## config.mk

```make
export PLATFORM = sky130hd
export DESIGN_NAME = fft_bin_window
export DESIGN_NICKNAME = d
export VERILOG_FILES = /design/src/rtl/fft_bin_window.sv
export SDC_FILE = /design/constraint.sdc
export NUM_CORES = 1
export LEC_CHECK = 0
export ABC_AREA = 0
export BUFFER_PORTS_ARGS = -buffer_cell sky130_fd_sc_hd__buf_2
export CAP_MARGIN = 20
export CORE_AREA = 2 2 182 184
export DETAILED_ROUTE_END_ITERATION = 12
export DIE_AREA = 0 0 184 186
export GPL_ROUTABILITY_DRIVEN = 1
export RECOVER_POWER = 100
export SLEW_MARGIN = 0
export SYNTH_ARGS = -nofsm -noshare
export SYNTH_HDL_FRONTEND = slang
export SYNTH_SLANG_ARGS = --single-unit
export TNS_END_PERCENT = 30
```

## constraint.sdc

```tcl
create_clock -name aclk -period 5.32 [get_ports aclk]
set_clock_uncertainty 0.05 [all_clocks]
set_input_delay 0.798 -clock aclk [delete_from_list [all_inputs] [get_ports aclk]]
set_output_delay 0.798 -clock aclk [all_outputs]
set_load 0.1 [all_outputs]
```

## src/rtl/fft_bin_window.sv

```systemverilog
// Selects a contiguous window of FFT bins from one lane of a multi-lane AXI4-Stream
// and forwards it through a 2-entry skid buffer. Define FFT_BIN_WINDOW_ERR_EN for frame-length error pulses.
module fft_bin_window #(
    parameter int DATA_WIDTH = 48,
    parameter int NUM_LANES  = 8,
    parameter int FFT_LENGTH = 512,
    localparam int CNT_W  = $clog2(FFT_LENGTH),
    localparam int LANE_W = (NUM_LANES > 1) ? $clog2(NUM_LANES) : 1
) (
    input  logic                             aclk,
    input  logic                             aresetn,
    input  logic [CNT_W-1:0]                 cfg_start,
    input  logic [CNT_W:0]                   cfg_len,
    input  logic [LANE_W-1:0]                cfg_lane,
    input  logic [NUM_LANES*DATA_WIDTH-1:0]  s_axis_tdata,
    input  logic                             s_axis_tvalid,
    input  logic                             s_axis_tlast,
    output logic                             s_axis_tready,
    output logic [DATA_WIDTH-1:0]            m_axis_tdata,
    output logic                             m_axis_tvalid,
    output logic                             m_axis_tlast,
    input  logic                             m_axis_tready,
    output logic [CNT_W-1:0]                 m_axis_tuser
`ifdef FFT_BIN_WINDOW_ERR_EN
    ,
    output logic                             err_early_last,
    output logic                             err_missing_last
`endif
);

    typedef enum logic [1:0] {ST_PRE, ST_KEEP, ST_POST} state_t;

    localparam logic [CNT_W-1:0] LAST_BIN = CNT_W'(FFT_LENGTH - 1);
    localparam logic [CNT_W+1:0] LEN_X    = (CNT_W+2)'(FFT_LENGTH);

    logic [CNT_W-1:0]  bin_cnt_q, bin_cnt_d;
    state_t            state_q, state_d;
    logic [CNT_W-1:0]  start_sh_q;
    logic [CNT_W:0]    end_sh_q;
    logic [LANE_W-1:0] lane_sh_q;
    logic              ready_en_q;

    logic [1:0] count_q, count_d;
    logic       wr_ptr_q, rd_ptr_q;

    logic [DATA_WIDTH-1:0] ent_data [2];
    logic                  ent_last [2];
    logic [CNT_W-1:0]      ent_user [2];
    logic [DATA_WIDTH-1:0] lane_data [NUM_LANES];

    logic              first_bin, accept, wrap, keep, push, pop, beat_last, in_window;
    logic [CNT_W+1:0]  cfg_sum;
    logic [CNT_W:0]    cfg_end, cur_end, next_x;
    logic [CNT_W-1:0]  cur_start;
    logic [LANE_W-1:0] cur_lane;

    genvar gi;
    generate
        for (gi = 0; gi < NUM_LANES; gi++) begin : g_lane
            assign lane_data[gi] = s_axis_tdata[gi*DATA_WIDTH +: DATA_WIDTH];
        end
    endgenerate

    // Bin 0 takes its window straight from the cfg ports; later bins use the shadows.
    assign first_bin = (bin_cnt_q == '0);
    assign cfg_sum   = {2'b00, cfg_start} + {1'b0, cfg_len};
    assign cfg_end   = (cfg_sum > LEN_X) ? LEN_X[CNT_W:0] : cfg_sum[CNT_W:0];
    assign cur_start = first_bin ? cfg_start : start_sh_q;
    assign cur_end   = first_bin ? cfg_end   : end_sh_q;
    assign cur_lane  = first_bin ? cfg_lane  : lane_sh_q;
    assign in_window = (bin_cnt_q >= cfg_start) && ({1'b0, bin_cnt_q} < cfg_end);
    assign keep      = first_bin ? in_window : (state_q == ST_KEEP);

    assign s_axis_tready = ready_en_q && (!keep || (count_q != 2'd2));
    assign accept    = s_axis_tvalid && s_axis_tready;
    assign wrap      = s_axis_tlast || (bin_cnt_q == LAST_BIN);
    assign push      = accept && keep;
    assign pop       = m_axis_tvalid && m_axis_tready;
    assign next_x    = {1'b0, bin_cnt_q} + (CNT_W+1)'(1);
    assign beat_last = s_axis_tlast || ({1'b0, bin_cnt_q} == cur_end - (CNT_W+1)'(1));

    always_comb begin
        state_d   = state_q;
        bin_cnt_d = bin_cnt_q;
        if (accept) begin
            if (wrap) begin
                bin_cnt_d = '0;
                state_d   = ST_PRE;
            end else begin
                bin_cnt_d = bin_cnt_q + CNT_W'(1);
                if (next_x < {1'b0, cur_start}) begin
                    state_d = ST_PRE;
                end else if (next_x < cur_end) begin
                    state_d = ST_KEEP;
                end else begin
                    state_d = ST_POST;
                end
            end
        end
    end

    always_ff @(posedge aclk or negedge aresetn) begin
        if (!aresetn) begin
            bin_cnt_q  <= '0;
            state_q    <= ST_PRE;
            start_sh_q <= '0;
            end_sh_q   <= '0;
            lane_sh_q  <= '0;
            ready_en_q <= 1'b0;
        end else begin
            bin_cnt_q  <= bin_cnt_d;
            state_q    <= state_d;
            ready_en_q <= 1'b1;
            if (accept && first_bin) begin
                start_sh_q <= cfg_start;
                end_sh_q   <= cfg_end;
                lane_sh_q  <= cfg_lane;
            end
        end
    end

    always_comb begin
        count_d = count_q;
        case ({push, pop})
            2'b10:   count_d = count_q + 2'd1;
            2'b01:   count_d = count_q - 2'd1;
            default: count_d = count_q;
        endcase
    end

    always_ff @(posedge aclk or negedge aresetn) begin
        if (!aresetn) begin
            count_q  <= 2'd0;
            wr_ptr_q <= 1'b0;
            rd_ptr_q <= 1'b0;
        end else begin
            count_q <= count_d;
            if (push) wr_ptr_q <= ~wr_ptr_q;
            if (pop)  rd_ptr_q <= ~rd_ptr_q;
        end
    end

    generate
        for (gi = 0; gi < 2; gi++) begin : g_entry
            logic [DATA_WIDTH-1:0] data_q;
            logic                  last_q;
            logic [CNT_W-1:0]      user_q;
            always_ff @(posedge aclk or negedge aresetn) begin
                if (!aresetn) begin
                    data_q <= '0;
                    last_q <= 1'b0;
                    user_q <= '0;
                end else if (push && (wr_ptr_q == 1'(gi))) begin
                    data_q <= lane_data[cur_lane];
                    last_q <= beat_last;
                    user_q <= bin_cnt_q;
                end
            end
            assign ent_data[gi] = data_q;
            assign ent_last[gi] = last_q;
            assign ent_user[gi] = user_q;
        end
    endgenerate

    assign m_axis_tvalid = (count_q != 2'd0);
    assign m_axis_tdata  = ent_data[rd_ptr_q];
    assign m_axis_tlast  = ent_last[rd_ptr_q];
    assign m_axis_tuser  = ent_user[rd_ptr_q];

`ifdef FFT_BIN_WINDOW_ERR_EN
    logic err_early_q, err_missing_q;
    always_ff @(posedge aclk or negedge aresetn) begin
        if (!aresetn) begin
            err_early_q   <= 1'b0;
            err_missing_q <= 1'b0;
        end else begin
            err_early_q   <= accept && s_axis_tlast && (bin_cnt_q != LAST_BIN);
            err_missing_q <= accept && !s_axis_tlast && (bin_cnt_q == LAST_BIN);
        end
    end
    assign err_early_last   = err_early_q;
    assign err_missing_last = err_missing_q;
`endif

endmodule

```

Yosys cells after proc, flatten, opt, wreduce, memory -nomap -nowiden

Index checks and enable logic that the tools add are counted.
Widths: inputs -> output; s select.

Add/subtract/negate cells: 6
$lt $le $gt $ge: 7
Equality and inequality tests: 6
Multiplexer cells: 22
Bitwise gates (word level): 4
Reduce and logical (&&, ||, !) cells: 15

Operators with widths:

| kind                  | count |
|---|---|
| $mux 48               | 5 |
| $bmux 48 s3           | 1 |
| $mux 9                | 5 |
| $mux 10               | 2 |
| $add 9x10->11         | 1 |
| $gt 11x10->1 const B  | 1 |
| $add 9x1->10 const B  | 1 |
| $eq 9x10->1           | 1 |
| $lt 10x10->1          | 1 |
| $lt 10x9->1           | 1 |
| $lt 9x10->1           | 1 |
| $sub 10x1->10 const B | 1 |
| $add 9x1->9 const B   | 1 |
| $eq 9x9->1 const B    | 1 |
| $ge 9x9->1            | 1 |
| $logic_not 9->1       | 1 |
| $logic_and 1x1->1     | 8 |
| $mux 2                | 3 |
| $eq 2x1->1 const B    | 2 |
| $ge 4x4->1 const B    | 1 |
| $mux 1                | 4 |
| $not 3->4             | 1 |
| $pmux 2 s2            | 1 |
| $reduce_bool 2->1     | 2 |
| other kinds (10)      | 13 |

Register bits after elaboration: 154
Input bits: 411
Output and inout bits: 60
Word-level logic and storage cells: 75

Depth between registers and ports, before layout

Gate-level depths: netlist of run 1.

Word-level depth: 13
Mapped depth: 23
Mapped depth without buffers: 23

Worst setup path after synthesis of run 1

No wires, ideal clock.

Kind: input -> output
Start: input port cfg_start[0]
End: output port s_axis_tready
Data arrival time: 4.968 ns
Required time: 4.472 ns
Setup slack: -0.496 ns
Cell stages on the path: 19
Buffers on the path: 0
Cells stage by stage: ha_1 -> fa_1 -> a21o_1 -> a311o_1 -> a311oi_4 -> o211a_1 -> nor2_1 -> nand2_1 -> nand2_1 -> ha_1 -> a21o_1 -> a21o_1 -> a21o_1 -> a21o_1 -> a21oi_1 -> nor2b_1 -> o311ai_4 -> nand3_1 -> o21a_1

Word-level cells in the longest chain between the ends: 9
Elaborated cells between the ends (all ways): 10
Classes of those cells: 1 x add/sub; 3 x order compare; 2 x mux; 4 x reduce/logical

RTL lines:

| element             | line | text |
|---|---|---|
| start: declaration  | 12   | `input logic [CNT_W-1:0] cfg_start,` |
| $add 9x10->11       | 66   | `assign cfg_sum = {2'b00, cfg_start} + {1'b0, cfg_len};` |
| $gt 11x10->1        | 67   | `assign cfg_end = (cfg_sum > LEN_X) ? LEN_X[CNT_W:0] : cfg_sum[CNT_W:0];` |
| $mux 10             | 67   |  |
| $lt 9x10->1         | 71   | `assign in_window = (bin_cnt_q >= cfg_start) && ({1'b0, bin_cnt_q} < cfg_end);` |
| $logic_and 1x1->1 * | 71   |  |
| $mux 1 *            | 72   | `assign keep = first_bin ? in_window : (state_q == ST_KEEP);` |
| $logic_not 1->1 *   | 74   | `assign s_axis_tready = ready_en_q && (!keep \|\| (count_q != 2'd2));` |
| $logic_or 1x1->1 *  | 74   |  |
| $logic_and 1x1->1 * | 74   |  |
| end: declaration    | 18   | `output logic s_axis_tready,` |

Every way passes the cells marked *; elsewhere a longest branch is shown, timed or not.

Worst setup path in the final report of run 1

Same ends and word-level chain as after synthesis.

==> qor.csv, run 1 <==
metric,value,unit
drv_cap,2,
die_x,184,um
cts.clk_slew.worst_paths,60,ps
start_kind,input port,
synth_flop_cell,dfrtp_1,
wl_met1,18.5,mm
synth_top_family_by_area,multiplexers,
gp_congestion,0.968,
syn_avg_cell_area,10.8,um2
final_common_cell,buf_2,
vias,10900,
yosysTopAreaCell,dfrtp_1,
period_minus_slack,5580,ps
cp_max_fo,4,
fillers,3104,
synthXorXnorAreaFrac,0.0162,
ys_warn_count,0,
layout_common_cells,"buf_2 (409), dfrtp_1 (154), nand2_1 (144)",
hold_start,g_entry[1].data_q[40],
p_leak,7.49,nW
wl_per_cell,24.8,um
layout-drive-gt1-share,0.476,
synthSimpleGateAreaFrac,0.0951,
grt_pass1_vias,10500,
ctsHoldBuffers,0,
ys_top_cells_by_area,"dfrtp_1 (34%), mux4_2 (19%), mux2_2 (7.0%), o21ai_0 (6.3%), mux2i_1 (5.7%)",
stdcell_count,1994,
cts_buffers,17,
route.met3.wl,7.56,mm
tightest_slew,3820,ps
grt_max_degree,97,
dp_slack,-470,ps
grt.overflow.total,0,
post-route-period-util,1.05,
ys_seq_elements,154,
violations,"max-capacitance violations, max-slew violations, negative setup slack",
synthDistinctLibCells,67,
synth_fa_ha_area_frac,0.0559,
yosysSeqAreaShare,0.340,
fp.dieArea,34200,um2
cellPowerDensity,603,nW/um2
routed.top_layer,met5,
cp.arrival,4730,ps
finalHoldViolations,0,
grt_pass1_wl,68.7,mm
rsz0062_at_grt,yes,
dr.pass1.iters,5,
hp-class,reg2reg,
synthMuxAreaShare,0.325,
reg2reg_slack,930,ps
finalSetupViolations,1,
worstHoldPathCells,2,
dp_cells,1930,
mappedNetlistArea,11300,um2
r2r_cells,10,
syn2layout_area_growth,35.9,%
root_buffer,clkbuf_16,
ant_nets,0,
track_usage,0.284,
wl_met2,21.2,mm
wl,49.5,mm
fin_ws,-255,ps
start_util,0.351,
path_class,in2out,
clock_sinks,154,
clockBufferDepth,2,
slew_headroom,-1.55,
post-cts-setup-buffers,0,
synth_edf_count,0,
nNetsFinal,2002,
core_area,32200,um2
ir_drop,0.342,mV
status,finished with violations,
tns,-255,ps
final-max-slew-violation-count,101,
placementRows,66,
syn_inst,1044,
route.detailed.drc,0,
async_flop_share,1.00,
syn_nets,1505,
reg2reg_to,g_entry[1].data_q[4],
antenna_found_initial,46,
first_iter_violations,948,
viasPerCell,5.44,
hpwl,41.2,mm
crit_required,4470,ps
cts_tree,yes,
synth-compound-area-share,0.131,
timing.rr.start,bin_cnt_q[0],
critPathCaptureType,output pin,
insertion_delay,420,ps
fmax,179,MHz
pin_count,471,
htree_levels,4,
holdPathEnd,g_entry[1].data_q[40],
synth_top_area_frac,0.340,
die_y,186,um
place.port_buffers,470,
per-stage QoR:
step	total power [W]	instance area, um2	hold WS (ps)	util
floorplan	0.00668	11400	393	-
global placement	0.00800	14700	405	0.458
detailed placement	0.00807	14700	414	0.458
CTS	0.00935	15400	348	0.478
global route	0.00979	15300	450	0.476
finish	0.00927	15400	424	0.478
power by group:
part	total, W	internal, W	switching (W)
Clock	0.00125	0.000715	0.000538
Combinational	0.00611	0.00214	0.00397
Sequential	0.00191	0.00161	0.000300
worst max path at each step:
stage	endpoint	slack, ps	startpoint	cells past startpoint
after floorplan	s_axis_tready	-50	cfg_start[0]	19
after global placement	s_axis_tready	-450	cfg_start[0]	21
after detailed placement	s_axis_tready	-470	cfg_start[0]	21
after CTS	s_axis_tready	-240	cfg_start[0]	21
after global routing	s_axis_tready	-410	cfg_start[0]	22
final	s_axis_tready	-260	cfg_start[0]	21
synth_stat cells, types with 11 or more instances:
cell type	n
o21ai_0	143
nand3_1	11
o21a_1	13
nand2_1	147
xnor2_1	11
a21oi_1	21
mux4_2	96
mux2_2	70
nor3_1	13
buf_1	11
nor2_1	21
inv_1	26
ha_1	49
clkbuf_1	44
dfrtp_1	154
buf_2	14
a21o_1	13
mux2i_1	65
logic make-up after synthesis:
family | count (synthesis)
other | 1
buffers and inverters | 99
xor gates and xnor gates | 21
DFF | 154
adders and majority gates | 50
AOI/OAI and AO/OA | 242
muxes | 237
and+or+nand+nor | 240
layer usage:
metal,global-route usage,up-vias
met5,0.0326,-
met4,0.112,22
met3,0.134,88
met2,0.416,549
met1,0.359,5234
li1,-,4960
flip-flops by register name, indices dropped and copies added, names as in the netlist:
register / flops
g_entry.data_q: 96
g_entry.user_q: 18
end_sh_q: 10
bin_cnt_q: 9
start_sh_q: 9
lane_sh_q: 3
count_q: 2
g_entry.last_q: 2
state_q: 2
rd_ptr_q: 1
ready_en_q: 1
wr_ptr_q: 1
repair_timing:
| item | CTS | global route |
|---|---|---|
| endpoints found under the hold margin | 0 | 0 |
| pin swaps | 3 | 0 |
| setup endpoints to repair | 1 | 1 |
| gates resized for setup | 11 | 2 |
critical path, stage by stage:
cell      delay [ps]
buf_8            100
ha_4             150
fa_2             390
a21o_1           220
a311o_1          320
a311oi_4         310
o211a_1          250
nor2_4            50
nand2_2          100
nand2_2           90
ha_4             260
a21o_1           180
a21o_1           150
a21o_1           150
a21o_1           160
a21oi_1          120
nor2b_1           90
o311ai_4         280
nand3_2          140
o21a_4           250
buf_12           160
layout make-up:
cell class	instances	area, um2	area share
Timing Repair Buffer	551	3080	0.200
Sequential cell	154	3850	0.250
Inverter	26	97.6	0.00634
Antenna cell	32	80.1	0.00520
Clock inverter	14	159	0.0103
Clock buffer	18	439	0.0285
Multi-Input combinational cell	791	7170	0.466
Tap cell	408	510	0.0332
(Power assumes the default switching activity.)
==> run 2, diff against run 1 <==
--- a/config.mk
+++ b/config.mk
@@ -5,13 +5,14 @@
 export SDC_FILE = /design/constraint.sdc
 export NUM_CORES = 1
 export LEC_CHECK = 0
-export ABC_AREA = 0
+export ABC_AREA = 1
 export BUFFER_PORTS_ARGS = -buffer_cell sky130_fd_sc_hd__buf_2
 export CAP_MARGIN = 20
-export CORE_AREA = 2 2 182 184
+export CORE_AREA = 2 2 181 183
 export DETAILED_ROUTE_END_ITERATION = 12
-export DIE_AREA = 0 0 184 186
+export DIE_AREA = 0 0 183 185
 export GPL_ROUTABILITY_DRIVEN = 1
+export PLACE_DENSITY = 0.67
 export RECOVER_POWER = 100
 export SLEW_MARGIN = 0
 export SYNTH_ARGS = -nofsm -noshare
==> run 2 against run 1 <==
Hold slack got worse by 3.1 ps. Register-to-register slack gained 650 ps. Critical path type unchanged. Synthesized cell count rose by 72%. Global-route usage down 0.84 points. Sequential cell count is the same. Non-clock buffer count shrank 59. Critical path depth decreased by 1. Clock-buffer cell count is the same. Cell area fell by 2.2%. The flow finishes with violations (max-capacitance violations, max-slew violations). Area after synthesis up 5.3%.
==> qor.csv, run 2 <==
metric,value,unit,change
route.detailed.drc,0,,unchanged
multi_input_area,6990,um2,-2.5%
synth_flop_cell,dfrtp_1,,
viasPerCell,5.33,,-2.0%
layout_common_cells,"nand2_1 (478), buf_2 (410), o21ai_0 (330)",,
cp_max_fo,13,,+9
mappedNetlistArea,11900,um2,+5.3%
tightest_slew,2260,ps,-1570 ps
synth_common_cells,"nand2_1 (478), o21ai_0 (298), nor2_1 (177)",,
final_common_cell,nand2_1,,
clockBufferDepth,2,,unchanged
post_dp_cell_area,14500,um2,-1.4%
ant_nets,0,,unchanged
yosysSeqAreaShare,0.323,,-0.0172
finalHoldViolations,0,,unchanged
placementRows,66,,unchanged
async_flop_share,1.00,,unchanged
cts_resized,0,,-11
synth_top_area_frac,0.323,,-0.0172
stdcell_area,15000,um2,-2.2%
grt_max_degree,193,,+99%
syn_avg_cell_area,6.63,um2,-39%
worst_path_dominant_cell_family,simple AND/OR/NAND/NOR gates,,
finalSetupViolations,0,,-1
syn_inst,1799,,+72%
p_leak,7.74,nW,+3.4%
die_x,183,um,-0.54%
ys_top_cells_by_area,"dfrtp_1 (32%), nand2_1 (15%), o21ai_0 (13%), o21bai_1 (6.2%), nor2_1 (5.6%)",,
die_y,185,um,-0.54%
cts.clk_slew.worst_paths,70,ps,about the same
hpwl,37.0,mm,-10%
violations,"max-capacitance violations, max-slew violations",,
ir_drop,0.300,mV,-12%
drv_cap,3,,+1
grt_pass1_wl,71.7,mm,+4.4%
wl_per_cell,18.6,um,-25%
antenna_found_initial,24,,-48%
tns,0,ps,+255 ps
critPathCaptureType,output pin,,
crit_required,4470,ps,about the same
root_buffer,clkbuf_16,,
synth.most_common_cell,nand2_1,,
cellPowerDensity,487,nW/um2,-19%
largest_register,g_entry.data_q,,
cts_buffers,17,,unchanged
synthDistinctLibCells,36,,-46%
start_kind,input port,,
largest_reg_flops,96,,unchanged
ys_seq_elements,154,,unchanged
top_regs,"g_entry.data_q (96), g_entry.user_q (18), end_sh_q (10)",,
first_iter_violations,1217,,+28%
wl,48.6,mm,-1.8%
ff_latch_area,3860,um2,about the same
dr.pass1.iters,6,,+1
fp.dieArea,33900,um2,-1.1%
core_area,32000,um2,-0.51%
status,finished with violations,,
clock_sinks,154,,unchanged
hp-class,reg2reg,,
period_minus_slack,5010,ps,-565 ps
rsz0062_at_grt,no,,
worstHoldPathCells,2,,unchanged
gp_congestion,0.887,,-8.3%
slew_headroom,-0.503,,+1.05
nNetsFinal,2644,,+32%
place.port_buffers,470,,unchanged
grt_pass1_vias,12500,,+19%
insertion_delay,430,ps,about the same
synth_edf_count,0,,unchanged
track_usage,0.276,,-0.00843
cp_slowest_cell,fa_1,,
cp.depth,20,,-4.8%
yosysTopAreaCell,dfrtp_1,,
post-cts-setup-buffers,0,,unchanged
critical_path_buf_inv_count,2,,unchanged
cp.arrival,4160,ps,-570 ps
syn_nets,2260,,+50%
fillers,3357,,+8.2%
crit_chain,buf_2 > ha_1 > fa_1 > or2_2 > nor2_1 > nand3_1 > nor2_1 > nand4_1 > nand2_4 > nand2_1 > ha_1 > nand2_1 > o21ai_0 > nand2_1 > o211ai_1 > nor2_1 > nand3_1 > nand2_2 > a21boi_2 > buf_12,,
grt.overflow.total,0,,unchanged
ys_warn_count,0,,unchanged
cts_tree,yes,,
start_util,0.372,,+0.0206
syn2layout_area_growth,26.2,%,
vias,13900,,+29%
ctsHoldBuffers,0,,unchanged
final-max-slew-violation-count,159,,+57%
post-route-period-util,0.942,,-0.106
htree_levels,4,,unchanged
r2r_cells,16,,+6
pin_count,471,,unchanged
layout-drive-gt1-share,0.221,,-0.255
critical_path.max_stage_delay,480,ps,+90 ps
fmax,200,MHz,+11%
path_class,in2out,,
run 2: cell types whose count changed in the layout (fill, tap and decap cells not counted), sizes merged, moves of 47 or more:
| cell | delta |
|---|---|
| buf | -61 |
| inv | +117 |
| mux2 | -76 |
| mux2i | -65 |
| mux4 | -96 |
| nand2 | +333 |
| nor2 | +159 |
| o21ai | +213 |
| o21bai | +97 |
| o22ai | +47 |
run 2: metal layers:
metal / vias to the layer above / wire (um) / GRT usage
met2: 596 / 21200 / 0.412
li1: 6757 / - / -
met3: 82 / 4610 / 0.0810
met5: - / 111 / 0
met1: 6494 / 21700 / 0.384
met4: 18 / 1000 / 0.0813
run 2: final timing paths:
path / slack (ps) / endpoint / from
max in group asynchronous: 1270 / rd_ptr_q / aresetn
max reg2reg: 1580 / g_entry[0].data_q[15] / bin_cnt_q[0]
min in group asynchronous: 760 / g_entry[0].data_q[10] / aresetn
min: 420 / g_entry[1].data_q[29] / g_entry[1].data_q[29]
min reg2reg: 420 / g_entry[1].data_q[29] / g_entry[1].data_q[29]
max: 310 / s_axis_tready / cfg_start[0]
run 2: kinds of logic after synthesis:
group,Yosys count,synth area share
and+or+nand+nor,726,0.243
buffers and inverters,269,0.0928
adders and majority gates,50,0.0531
xor gates and xnor gates,9,0.00661
other,1,0.000315
AOI/OAI and AO/OA,590,0.281
DFF,154,0.323
run 2: cell type report:
class / instances / area share
sequential: 154 / 0.256
antenna: 12 / 0.00200
tap: 408 / 0.0339
clock inverter: 14 / 0.0104
inverter: 142 / 0.0358
timing repair buffer: 492 / 0.168
multi-input combinational: 1376 / 0.465
clock buffer: 18 / 0.0285
run 2: worst min-delay path: cells and delay by family, from the launching register on:
| family | cells | cell delay (ps) |
|---|---|---|
| flip-flops | 1 | 340 |
| AND/OR/NAND/NOR | 2 | 100 |
run 2: power breakdown:
part,internal [W],switching (W),total (W)
Clock,0.000667,0.000574,0.00124
Sequential,0.00130,0.0000788,0.00138
Combinational,0.00104,0.00368,0.00472
run 2: per-stage QoR:
step | cells | utilization | hold WS (ps) | total power [W] | setup WS (ps)
6_report | 2616 | 0.470 | 421 | 0.00733 | 310
3_3_place_gp | 2570 | 0.454 | 403 | 0.00609 | 306
3_5_place_dp | 2570 | 0.454 | 409 | 0.00612 | 268
2_1_floorplan | 1799 | - | 390 | 0.00510 | 234
5_1_grt | 2613 | 0.469 | 438 | 0.00776 | 4.60
4_1_cts | 2602 | 0.472 | 425 | 0.00738 | 243
==> run 3, diff against run 2 <==
==> constraint.sdc (replaced) <==
create_clock -name aclk -period 5.32 [get_ports aclk]
set_clock_uncertainty 0.05 [all_clocks]
set_input_delay 0.532 -clock aclk [delete_from_list [all_inputs] [get_ports aclk]]
set_output_delay 0.532 -clock aclk [all_outputs]
set_load 0.1 [all_outputs]
==> run 3 against run 2 <==
Largest power group unchanged. Total power rose by 0.75%. First-iteration DRC count decreased by 10%. The run still ends with max-capacitance violations, max-slew violations left. Routed wire length up 0.59%. Hold slack worse by 72 ps. Utilization about the same. Critical path depth unchanged. Cell area barely moved. Highest routed layer unchanged. Non-clock buffer count rose by 1. Die area stayed put. Sequential cell count did not move.
==> qor.csv, run 3 (synthesized netlist as in run 2, its figures left out) <==
metric,value,unit,change
status,finished with violations,,
violations,"max-capacitance violations, max-slew violations",,
holdPathEnd,rd_ptr_q,,
dr.pass1.iters,5,,-1
slew_headroom,-0.527,,-0.0233
critPathCaptureType,output pin,,
cts_buffers,17,,unchanged
crit_required,4740,ps,+270 ps
cp_max_fo,13,,unchanged
tns,0,ps,unchanged
core_area,32000,um2,unchanged
p_leak,7.77,nW,+0.31%
wl,48.9,mm,+0.59%
grt_pass1_wl,73.2,mm,+2.0%
vias,14000,,+0.14%
dp_slack,726,ps,+458 ps
cp.arrival,4150,ps,about the same
pin_count,471,,unchanged
die_x,183,um,unchanged
insertion_delay,440,ps,about the same
gp_congestion,0.952,,+7.3%
grt_pass1_vias,12700,,+1.7%
reg2reg_to,g_entry[1].user_q[7],,
clockBufferDepth,2,,unchanged
final_common_cell,nand2_1,,
largest_reg_flops,96,,unchanged
nNetsFinal,2645,,+0.038%
cellPowerDensity,491,nW/um2,+0.82%
hp-class,in2reg,,
post-cts-setup-buffers,0,,unchanged
fin_ws,587,ps,+277 ps
die_y,185,um,unchanged
tightest_slew,2290,ps,+34.9 ps
start_kind,input port,,
htree_levels,4,,unchanged
cts_tree,yes,,
fp.dieArea,33900,um2,unchanged
reg2reg_slack,860,ps,-720 ps
layout_common_cells,"nand2_1 (480), buf_2 (409), o21ai_0 (330)",,
grt.overflow.total,0,,unchanged
placementRows,66,,unchanged
post_dp_cell_area,14500,um2,-0.31%
ant_nets,0,,unchanged
first_iter_violations,1090,,-10%
cts.clk_slew.worst_paths,80,ps,about the same
track_usage,0.281,,+0.00536
finalSetupViolations,0,,unchanged
start_util,0.372,,unchanged
dp_cells,2571,,+0.039%
place.port_buffers,470,,unchanged
route.detailed.drc,0,,unchanged
worstHoldPathCells,3,,+1
antenna_found_initial,21,,-13%
drv_cap,3,,unchanged
ctsHoldBuffers,1,,+1
syn2layout_area_growth,26.1,%,about the same
grt_max_degree,193,,unchanged
viasPerCell,5.35,,+0.34%
wl_per_cell,18.7,um,+0.78%
rsz0062_at_grt,no,,
largest_register,g_entry.data_q,,
stdcell_count,2611,,-0.19%
top_regs,"g_entry.data_q (96), g_entry.user_q (18), end_sh_q (10)",,
root_buffer,clkbuf_16,,
hold_start,m_axis_tready,,
period_minus_slack,4730,ps,-277 ps
hpwl,37.4,mm,+0.97%
cts_resized,0,,unchanged
ir_drop,0.291,mV,-3.0%
fmax,211,MHz,+5.9%
final-max-slew-violation-count,164,,+3.1%
timing.rr.start,bin_cnt_q[0],,
stdcell_area,15000,um2,about the same
clock_sinks,154,,unchanged
finalHoldViolations,0,,unchanged
layout-drive-gt1-share,0.221,,-0.000556
path_class,in2out,,
post-route-period-util,0.890,,-0.0521
r2r_cells,16,,unchanged
run 3: cell count changes in the layout (fill, tap and decap cells not counted), moves of 2 or more:
cell and change:
nand2_1 +2, clkinv_8 +2, clkinvlp_4 -2, clkbuf_1 -3
diode_2 -6, buf_4 +3
run 3: per-stage QoR:
step                hold WS [ps]  utilization  power, W
floorplan                    186            -   0.00510
global route                 348        0.469   0.00782
detailed placement           408        0.452   0.00611
CTS                          329        0.472   0.00743
global placement             403        0.452   0.00606
finish                       349        0.469   0.00739
run 3: layout make-up:
cell class | instances | area [um2]
sequential | 154 | 3850
antenna | 6 | 15.0
multi-input combinational | 1376 | 6960
clock inverter | 15 | 203
inverter | 142 | 538
tap | 408 | 510
clock buffer | 17 | 425
timing repair buffer | 493 | 2530
fill | 3400 | 17000
run 3: metal layers:
metal	track usage	up-vias	wire, um
met3	0.0867	75	4650
li1	-	6751	-
met2	0.421	577	21200
met1	0.391	6548	21900
met4	0.0758	16	1020
met5	0	-	99
run 3: critical path, stage by stage:
cell	delay, ps
buf_2	120
ha_1	230
fa_1	480
or2_2	290
nor2_1	110
nand3_1	80
nor2_1	100
nand4_1	90
nand2_1	320
nand2_1	160
ha_1	320
nand2_1	60
o21ai_0	160
nand2_1	70
o211ai_1	80
nor2_1	60
nand3_1	100
nand2_1	90
a21boi_2	190
clkbuf_2	490
run 3: worst max-delay path by stage:
stage	from	to	slack, ps	cells past startpoint
2_1_floorplan	cfg_start[0]	end_sh_q[0]	500	23
3_3_place_gp	cfg_start[0]	s_axis_tready	790	20
3_5_place_dp	cfg_start[0]	s_axis_tready	730	20
4_1_cts	cfg_start[0]	s_axis_tready	710	20
5_1_grt	cfg_start[0]	g_entry[1].user_q[7]	220	23
6_report	cfg_start[0]	s_axis_tready	590	20
run 3: power breakdown:
part / internal (W) / switching [W] / leakage, nW
logic: 0.00103 / 0.00364 / 5.63
clock network: 0.000722 / 0.000589 / 0.308
registers: 0.00129 / 0.000119 / 1.83
total: 0.00304 / 0.00435 / 7.77
